**config.mk**
```make
export PLATFORM = sky130hd
export DESIGN_NAME = booth_product_accumulator
export DESIGN_NICKNAME = d
export VERILOG_FILES = /design/src/rtl/booth_product_accumulator.sv
export SDC_FILE = /design/constraint.sdc
export NUM_CORES = 1
export LEC_CHECK = 0
export CAP_MARGIN = 20
export CORE_MARGIN = 5
export CORE_UTILIZATION = 46
export DETAILED_ROUTE_END_ITERATION = 10
export GPL_ROUTABILITY_DRIVEN = 0
export PLACE_DENSITY = 0.8
export SLEW_MARGIN = 20
export SYNTH_ARGS = -nofsm -noshare
export SYNTH_HDL_FRONTEND = slang
export SYNTH_SLANG_ARGS = --single-unit
```
**constraint.sdc**
```tcl
create_clock -name clk -period 2.47 [get_ports clk]
set_clock_uncertainty 0.15 [all_clocks]
set_input_delay 0.494 -clock clk [delete_from_list [all_inputs] [get_ports clk]]
set_output_delay 0.494 -clock clk [all_outputs]
set_load 0.02 [all_outputs]
```
**src/rtl/booth_product_accumulator.sv**
```systemverilog
// booth_product_accumulator: saturating accumulation of N_TERMS signed products with valid/ready input and held result
module booth_product_accumulator #(
  parameter int PROD_W  = 8,
  parameter int ACC_W   = 12,
  parameter int N_TERMS = 4
) (
  input  logic              clk,
  input  logic              rst_n,
  input  logic              start,
  input  logic [PROD_W-1:0] prod_in,
  input  logic              prod_valid,
  output logic              prod_ready,
  output logic [ACC_W-1:0]  acc_out,
  output logic              acc_valid,
  input  logic              acc_ack,
  output logic              overflow,
  output logic              busy
);
  localparam int CW = N_TERMS > 1 ? $clog2(N_TERMS) : 1;
  localparam logic [ACC_W-1:0] ACC_MAX = {1'b0, {(ACC_W-1){1'b1}}};
  localparam logic [ACC_W-1:0] ACC_MIN = {1'b1, {(ACC_W-1){1'b0}}};
  typedef enum logic [1:0] {IDLE, ACCUM, HOLD} state_t;
  state_t           state_q, state_d;
  logic [ACC_W-1:0] acc_q, acc_d;
  logic [CW-1:0]    count_q, count_d;
  logic             overflow_q, overflow_d;
  logic [ACC_W:0]   sum;
  logic             sat_hi, sat_lo, xfer;
  always_comb begin
    sum        = {acc_q[ACC_W-1], acc_q} + {{(ACC_W+1-PROD_W){prod_in[PROD_W-1]}}, prod_in};
    sat_hi     = !sum[ACC_W] && sum[ACC_W-1];
    sat_lo     = sum[ACC_W] && !sum[ACC_W-1];
    xfer       = state_q == ACCUM && prod_valid;
    state_d    = state_q;
    acc_d      = acc_q;
    count_d    = count_q;
    overflow_d = overflow_q;
    if (state_q == IDLE && start) begin
      state_d    = ACCUM;
      acc_d      = '0;
      count_d    = '0;
      overflow_d = 1'b0;
    end
    if (xfer) begin
      acc_d      = sat_hi ? ACC_MAX : sat_lo ? ACC_MIN : sum[ACC_W-1:0];
      overflow_d = overflow_q || sat_hi || sat_lo;
      count_d    = count_q + CW'(1);
      state_d    = count_q == CW'(N_TERMS-1) ? HOLD : ACCUM;
    end
    if (state_q == HOLD && acc_ack) state_d = IDLE;
  end
  always_ff @(posedge clk or negedge rst_n) begin
    if (!rst_n) begin
      state_q    <= IDLE;
      acc_q      <= '0;
      count_q    <= '0;
      overflow_q <= 1'b0;
    end else begin
      state_q    <= state_d;
      acc_q      <= acc_d;
      count_q    <= count_d;
      overflow_q <= overflow_d;
    end
  end
  assign prod_ready = state_q == ACCUM;
  assign acc_valid  = state_q == HOLD;
  assign busy       = state_q != IDLE;
  assign acc_out    = acc_q;
  assign overflow   = overflow_q;
endmodule

```
==> metrics, run 1 <==
clock network fraction of total power=4.7%; max_slew headroom=63.6%; biggest fanout along the worst timing path=3; Seq cells post-synth=17; 1st-pass router iterations=6; CTS clk-pin slew, worst paths=0.11 ns; pin count of the biggest net entering global routing=18; leakage power figure=1.01 nW; worst flop-to-flop path endpoint=overflow; buffer cell driving the clock tree root=sky130_fd_sc_hd__clkbuf_4; critical path endpoint category=register; final std cell area, no fill=0.00232 sq mm; Synth-to-Final Area Change=64.2%; last element of the critical path=overflow; internal power component=1.88 mW; Initial Utilization=47.1%; highest-delay cell along the critical path=sky130_fd_sc_hd__dfrtp_1; clock tree from TritonCTS=built; Non-Filler Instances=246; cell types occupying the most area after synthesis=sky130_fd_sc_hd__dfrtp_1 (30%), sky130_fd_sc_hd__ha_1 (11%), sky130_fd_sc_hd__a22o_1 (6.2%); Diodes inserted=0; sum of negative setup slack=-0.942 ns; die width=65.5 um; Post-synth top flop=sky130_fd_sc_hd__dfrtp_1; full die area=0.00429 sq mm; biggest cell delay along the critical path=0.42 ns; worst hold-check path type=input pin to asynchronous set/reset pin; ports placed on the boundary=29; net switching fraction of the power=43.1%; critical path type=register to register; Syn. warnings=0; post-synthesis cell type count=43; Die Y-Extent=65.5 um; share of the clock period used by the worst path after layout=105%; post-synthesis instance area=0.00142 sq mm; Crit path top cell by count=sky130_fd_sc_hd__buf_6; Iteration-0 DRC Markers=69; Filler cells=182; share of flip-flops with an asynchronous set or reset after synthesis=100%; number of instances in the synthesized netlist=138; count of endpoints failing hold in the final timing report=0; start of the worst register-to-register path=acc_out[1]; FF-to-FF setup slack=-0.12 ns; sequential-to-total area share from yosys stat=30.1%; proportion of netlist area held by the largest area contributor=30.1%; Fmax achieved=386 MHz; fraction of layout instances using a drive strength above 1=46.0%; maximum clock insertion buffer count=2; relative contribution of combinational cells to total power=79.6%; total gr overflow=0; switching power total=1.42 mW; power density over the cells=1420 mW/mm^2; post-synthesis average cell area=10.3 sq um; transition time at the pin with the least slew margin=0.544 ns; post-layout utilization of the core=77.4%; failing checks=setup timing; clock buffer count from CTS=3; Clock Sink Count=17; leading cell type by number of instances after synthesis=sky130_fd_sc_hd__dfrtp_1; crit path setup slack, layout=-0.123 ns; routed wire length=4.78 mm; later-pin clock latency in the skew report=0.30 ns; count of flip-flops with a built-in enable after synthesis=0; max_cap viols=0; CP Data Required Time=2.50 ns; final setup violation count=12; worst reg-to-reg path cell count=11; overall fraction of global-route tracks in use=22.4%; area of the core=0.00300 sq mm; ordered list of cells on the worst path=buf_6, ha_4, a211oi_4, nor3_4, o311ai_4, nand4b_1, o311ai_2, buf_4, buf_6, xor2_1, o21ai_1; detail-routed net length per standard cell=19.4 um; Worst setup startpoint=acc_out[1]; wire length of the first global-routing pass=7.35 mm; Crit. path cell count=11; ranking of synthesized cells by instance count=sky130_fd_sc_hd__dfrtp_1 (17), sky130_fd_sc_hd__ha_1 (13), sky130_fd_sc_hd__a22o_1 (10); minimum period implied by the final worst setup slack=2.59 ns; antenna violations before repair=0; # H-tree levels=1; Reg power frac=15.7%; signal arrival time at the worst endpoint=2.62 ns; count of buffering cells on the critical path with inverters included=3; outcome=finished with violations; number of buffers added to fix hold violations after cts=0; Antenna Violating Nets Remaining=0; detailed placer's ending HPWL=3.05 mm; crit start category=register; number of nets produced by synthesis=165; Worst IR Drop VDD=0.754 mV; DRC errors left=0; gate family responsible for the most delay along the worst path=compound AO/OA/AOI/OAI gates; input/output buffers=28; Placed Area=0.00204 sq mm; vias per cell=5.91; placed insts=233; total via count in the routed design=1453; Final #Nets=241; worst slack, placed=-0.671 ns; number of max-slew violations in the final report=0; setup repair after global routing missed its margin=true; standard-cell rows=20; post-synth top area cell=sky130_fd_sc_hd__dfrtp_1; number of global-route vias before repair=1527
==> stage by stage <==
step	hold WS (ns)	total power, mW
final	0.373	3.30
after global routing	0.377	3.50
after CTS	0.369	3.20
after detailed placement	0.355	2.64
after global placement	0.339	2.55
after floorplan	0.0484	1.81
==> logic make-up after synthesis <==
group	after synthesis	share of synthesized area (%)
fa+ha+maj	23	19.9
simple gates	31	11.2
xor+xnor	10	6.19
compound gates	45	27.6
flops	17	30.1
buf+inv	11	4.24
mux	1	0.796
==> what timing repair did <==
| item | CTS | global route |
|---|---|---|
| gates resized for setup | 36 | 11 |
| setup endpoints to repair | 13 | 13 |
| cloned | 1 | 0 |
| pin swaps | 19 | 12 |
| buffers inserted | 7 | 4 |
==> power by group through the flow <==
stage | registers (mW) | logic (mW) | clock network, mW
floorplan | 0.605 | 1.21 | 0
CTS | 0.517 | 2.52 | 0.157
global route | 0.534 | 2.79 | 0.175
global placement | 0.480 | 2.07 | 0
detailed placement | 0.487 | 2.16 | 0
finish | 0.519 | 2.63 | 0.154
==> layer usage <==
metal  vias up  wire, um  share of wire, %  global-route usage (%)
met3        22       244               5.1                    2.05
li1        669         -                 -                       -
met5         -         0                 0                       0
met4         0       177               3.7                    10.6
met2        64      2520                53                    40.7
met1       698      1840                38                    26.3
==> worst min path at each step <==
stage                    start         end  slack [ns]  depth (start not counted)
global placement    count_q[0]  count_q[0]        0.34                          1
finish                   rst_n  acc_out[4]        0.37                          2
global route             rst_n  acc_out[7]        0.38                          2
floorplan                rst_n  acc_out[0]        0.05                          0
CTS                      rst_n  acc_out[4]        0.37                          2
detailed placement  count_q[0]  count_q[0]        0.35                          1
==> cell type report <==
type / instances / area (sq um) / share of cell area (%)
multi-input cells: 110 / 1150 / 49.5
repair buffers: 75 / 652 / 28.1
flip-flops and latches: 17 / 427 / 18.4
well taps: 33 / 41.3 / 1.78
inverters: 7 / 26.3 / 1.13
clock buffers: 3 / 22.5 / 0.969
clock inverters: 1 / 5.00 / 0.215
==> worst register-to-register path, stage by stage, from the launching register on <==
cell and delay (ns):
sky130_fd_sc_hd__dfrtp_1 0.42, sky130_fd_sc_hd__buf_6 0.13, sky130_fd_sc_hd__ha_4 0.23, sky130_fd_sc_hd__a211oi_4 0.31, sky130_fd_sc_hd__nor3_4 0.09, sky130_fd_sc_hd__o311ai_4 0.31, sky130_fd_sc_hd__nand4b_1 0.16, sky130_fd_sc_hd__o311ai_2 0.13
sky130_fd_sc_hd__buf_4 0.20, sky130_fd_sc_hd__buf_6 0.11, sky130_fd_sc_hd__xor2_1 0.16, sky130_fd_sc_hd__o21ai_1 0.07
==> registers in the layout, summed over array words and instances (netlist names) <==
signal / flops
state_q: 2
count_q: 2
acc_out: 12
overflow: 1
==> cell usage in the layout, fill, tap and decap left out, types with 4 or more instances in the layout <==
master / n
sky130_fd_sc_hd__a21o_1: 5
sky130_fd_sc_hd__a22o_1: 10
sky130_fd_sc_hd__buf_4: 40
sky130_fd_sc_hd__buf_6: 7
sky130_fd_sc_hd__clkdlybuf4s50_1: 20
sky130_fd_sc_hd__dfrtp_1: 16
sky130_fd_sc_hd__dlygate4sd2_1: 6
sky130_fd_sc_hd__ha_4: 11
sky130_fd_sc_hd__inv_1: 4
sky130_fd_sc_hd__maj3_2: 9
sky130_fd_sc_hd__nand2_1: 7
sky130_fd_sc_hd__nor2_1: 7
sky130_fd_sc_hd__o21ai_0: 4
sky130_fd_sc_hd__xnor2_1: 6
Note: power is estimated with default switching activity, not from simulation.
==> run 2, diff against run 1 <==
--- a/config.mk
+++ b/config.mk
@@ -9,8 +9,8 @@
 export CORE_MARGIN = 5
 export CORE_UTILIZATION = 46
 export DETAILED_ROUTE_END_ITERATION = 10
-export GPL_ROUTABILITY_DRIVEN = 0
-export PLACE_DENSITY = 0.8
+export GPL_TIMING_DRIVEN = 0
+export PLACE_DENSITY = 0.77
 export SLEW_MARGIN = 20
 export SYNTH_ARGS = -nofsm -noshare
 export SYNTH_HDL_FRONTEND = slang
==> run 2 against run 1 <==
Against the previous run:
- the flow still finishes with violations (setup timing)
- sequential share of layout area grew 2.1 points
- core utilization shrank 7.3 points
- die area is the same
- critical path depth shrank 1
- final area shrank 9.4%
- total power shrank 8.6%
- clock power grew 6%
- worst hold slack lost 0.0065 ns
- sequential power grew 3%
- final cell count shrank 10%
- count of clock-buffer cells in the layout is the same
- global-route usage shrank 3.6 points
- critical endpoint is now acc_out[5]
- largest cell class unchanged
- highest routed layer unchanged
==> metrics, run 2 (synthesis gave the netlist of run 1 again) <==
start of the worst register-to-register path=acc_out[1] (unchanged); worst hold-check path type=register to register (was input pin to asynchronous set/reset pin); weighted congestion at the end of routability-driven global placement=0.804; full die area=0.00429 sq mm (unchanged); final hold slack=0.366 ns (was 0.373 ns); clock tree from TritonCTS=built (unchanged); met3 GRT Util=1.54% (was 2.05%); count of buffering cells on the critical path with inverters included=2 (was 3); count of endpoints failing hold in the final timing report=0 (unchanged); ordered list of cells on the worst path=ha_4, a211oi_4, nor3_2, o311ai_2, buf_4, nand4b_1, o311ai_4, buf_6, maj3_2, a22o_1 (was buf_6, ha_4, a211oi_4, nor3_4, o311ai_4, nand4b_1, o311ai_2, buf_4, buf_6, xor2_1, o21ai_1); outcome=finished with violations (unchanged); post-layout utilization of the core=70.1% (was 77.4%); internal power component=1.74 mW (was 1.88 mW); wire length of the first global-routing pass=6.47 mm (was 7.35 mm); max reg flops=12 (unchanged); net switching fraction of the power=42.2% (was 43.1%); routed wire length=3.76 mm (was 4.78 mm); Reg power frac=17.6% (was 15.7%); clock buffer count from CTS=3 (unchanged); pin count of the biggest net entering global routing=18 (unchanged); most common cell after layout, fill and taps aside=sky130_fd_sc_hd__clkdlybuf4s50_1 (was sky130_fd_sc_hd__buf_4); overall fraction of global-route tracks in use=18.8% (was 22.4%); Die Y-Extent=65.5 um (unchanged); relative contribution of combinational cells to total power=77.0% (was 79.6%); highest-count cells in the layout ignoring fill and taps=sky130_fd_sc_hd__clkdlybuf4s50_1 (20), sky130_fd_sc_hd__buf_4 (14), sky130_fd_sc_hd__dfrtp_1 (13) (was sky130_fd_sc_hd__buf_4 (40), sky130_fd_sc_hd__clkdlybuf4s50_1 (20), sky130_fd_sc_hd__dfrtp_1 (16)); Final #Nets=216 (was 241); antenna violations before repair=0 (unchanged); Non-Filler Instances=221 (was 246); 1st-pass router iterations=4 (was 6); Worst IR Drop VDD=0.688 mV (was 0.754 mV); failing checks=setup timing (unchanged); Worst setup startpoint=acc_out[1] (unchanged); Fmax achieved=393 MHz (was 386 MHz); share of the clock period used by the worst path after layout=103% (was 105%); area of the core=0.00300 sq mm (unchanged); CP Data Required Time=2.51 ns (was 2.50 ns); biggest fanout along the worst timing path=5 (was 3); maximum clock insertion buffer count=2 (unchanged); total gr overflow=0 (unchanged); vias per cell=5.76 (was 5.91); die width=65.5 um (unchanged); final std cell area, no fill=0.00210 sq mm (was 0.00232 sq mm); setup repair after global routing missed its margin=true (unchanged); Placed Area=0.00177 sq mm (was 0.00204 sq mm); clock network fraction of total power=5.4% (was 4.7%); Filler cells=223 (was 182); switching power total=1.27 mW (was 1.42 mW); biggest cell delay along the critical path=0.47 ns (was 0.42 ns); input/output buffers=28 (unchanged); number of max-slew violations in the final report=0 (unchanged); ports placed on the boundary=29 (unchanged); Clock Sink Count=17 (unchanged); standard-cell rows=20 (unchanged); Diodes inserted=0 (unchanged); met2 demand-to-capacity share in global routing=35.7% (was 40.7%); Synth-to-Final Area Change=48.7% (was 64.2%); leakage power figure=0.871 nW (was 1.01 nW); number of global-route vias before repair=1382 (was 1527); detail-routed net length per standard cell=17.0 um (was 19.4 um); DRC errors left=0 (unchanged); later-pin clock latency in the skew report=0.30 ns (about the same); highest-delay cell along the critical path=sky130_fd_sc_hd__dfrtp_2 (was sky130_fd_sc_hd__dfrtp_1); crit path setup slack, layout=-0.0768 ns (was -0.123 ns); busiest grt layer=met2 (unchanged); CTS clk-pin slew, worst paths=0.12 ns (was 0.11 ns); minimum period implied by the final worst setup slack=2.55 ns (was 2.59 ns); Initial Utilization=47.1% (unchanged); placed insts=199 (was 233); critical path type=register to register (unchanged); Iteration-0 DRC Markers=55 (was 69); # H-tree levels=1 (unchanged); gate family responsible for the most delay along the worst path=adder cells (was compound AO/OA/AOI/OAI gates); fraction of layout instances using a drive strength above 1=34.0% (was 46.0%); critical path endpoint category=register (unchanged); max_cap viols=0 (unchanged); final setup violation count=11 (was 12); detailed placer's ending HPWL=2.60 mm (was 3.05 mm); buffer cell driving the clock tree root=sky130_fd_sc_hd__clkbuf_4 (unchanged); transition time at the pin with the least slew margin=0.779 ns (was 0.544 ns); number of buffers added to fix hold violations after cts=0 (unchanged); min-delay src=count_q[0]; global routing met1 resource utilization=23.6% (was 26.3%); signal arrival time at the worst endpoint=2.59 ns (was 2.62 ns); max_slew headroom=47.9% (was 63.6%); crit start category=register (unchanged); power density over the cells=1430 mW/mm^2 (was 1420 mW/mm^2); total via count in the routed design=1274 (was 1453); Antenna Violating Nets Remaining=0 (unchanged)
run 2: changes by cell type in the layout (fill, tap and decap cells not counted), moves of 3 or more:
cell and change:
sky130_fd_sc_hd__a21oi_2 -3, sky130_fd_sc_hd__buf_4 -26, sky130_fd_sc_hd__buf_6 -4, sky130_fd_sc_hd__dfrtp_1 -3, sky130_fd_sc_hd__dfrtp_2 +3
run 2: final cells by class:
class                   count  area [sq um]  area share (%)
multi-input cells         110          1090            52.0
clock inverters             1          5.00           0.238
repair buffers             46           450            21.4
clock buffers               3          22.5            1.07
plain buffers               4          33.8            1.61
inverters                   7          26.3            1.25
flip-flops and latches     17           430            20.5
well taps                  33          41.3            1.96
run 2: worst reg2reg max path, stage by stage (launching register included):
cell and delay (ns):
sky130_fd_sc_hd__dfrtp_2 0.47, sky130_fd_sc_hd__ha_4 0.29, sky130_fd_sc_hd__a211oi_4 0.06, sky130_fd_sc_hd__nor3_2 0.25
sky130_fd_sc_hd__o311ai_2 0.10, sky130_fd_sc_hd__buf_4 0.16, sky130_fd_sc_hd__nand4b_1 0.13, sky130_fd_sc_hd__o311ai_4 0.16
sky130_fd_sc_hd__buf_6 0.18, sky130_fd_sc_hd__maj3_2 0.29, sky130_fd_sc_hd__a22o_1 0.20
run 2: metal layers:
layer,routed length [um],vias up,part of all wire (%)
met1,1610,629,43
met2,2020,22,54
li1,-,617,-
met3,80,6,2.1
met5,0,-,0
met4,55,0,1.5
run 2: power groups by stage:
stage / clock network (mW) / registers, mW / logic (mW)
global route: 0.181 / 0.552 / 2.50
finish: 0.163 / 0.532 / 2.32
floorplan: 0 / 0.605 / 1.21
global placement: 0 / 0.493 / 1.73
CTS: 0.162 / 0.526 / 2.17
detailed placement: 0 / 0.502 / 1.77
run 2: path summary, 6_finish.rpt:
path	cells after the start	to	slack, ns
max in group asynchronous	1	acc_out[5]	1.15
worst min register to register	1	count_q[0]	0.37
min in group asynchronous	1	acc_out[8]	0.48
worst max-delay path	10	acc_out[5]	-0.08
worst min-delay path	1	count_q[0]	0.37
worst max register to register	10	acc_out[5]	-0.08
run 2: timing repair:
| action | CTS | global route |
|---|---|---|
| setup endpoints to repair | 13 | 13 |
| gates resized for setup | 25 | 9 |
| setup buffers | 10 | 6 |
| pin swaps | 15 | 10 |
| gates cloned | 2 | 0 |
run 2: stage by stage:
stage | power [mW] | worst slack, ns | setup TNS [ns]
3_5_place_dp | 2.28 | -0.857 | -10.40
5_1_grt | 3.24 | -0.187 | -1.91
4_1_cts | 2.86 | -0.105 | -1.02
6_report | 3.02 | -0.0768 | -0.634
2_1_floorplan | 1.81 | -0.102 | -0.623
3_3_place_gp | 2.22 | -0.845 | -10.15
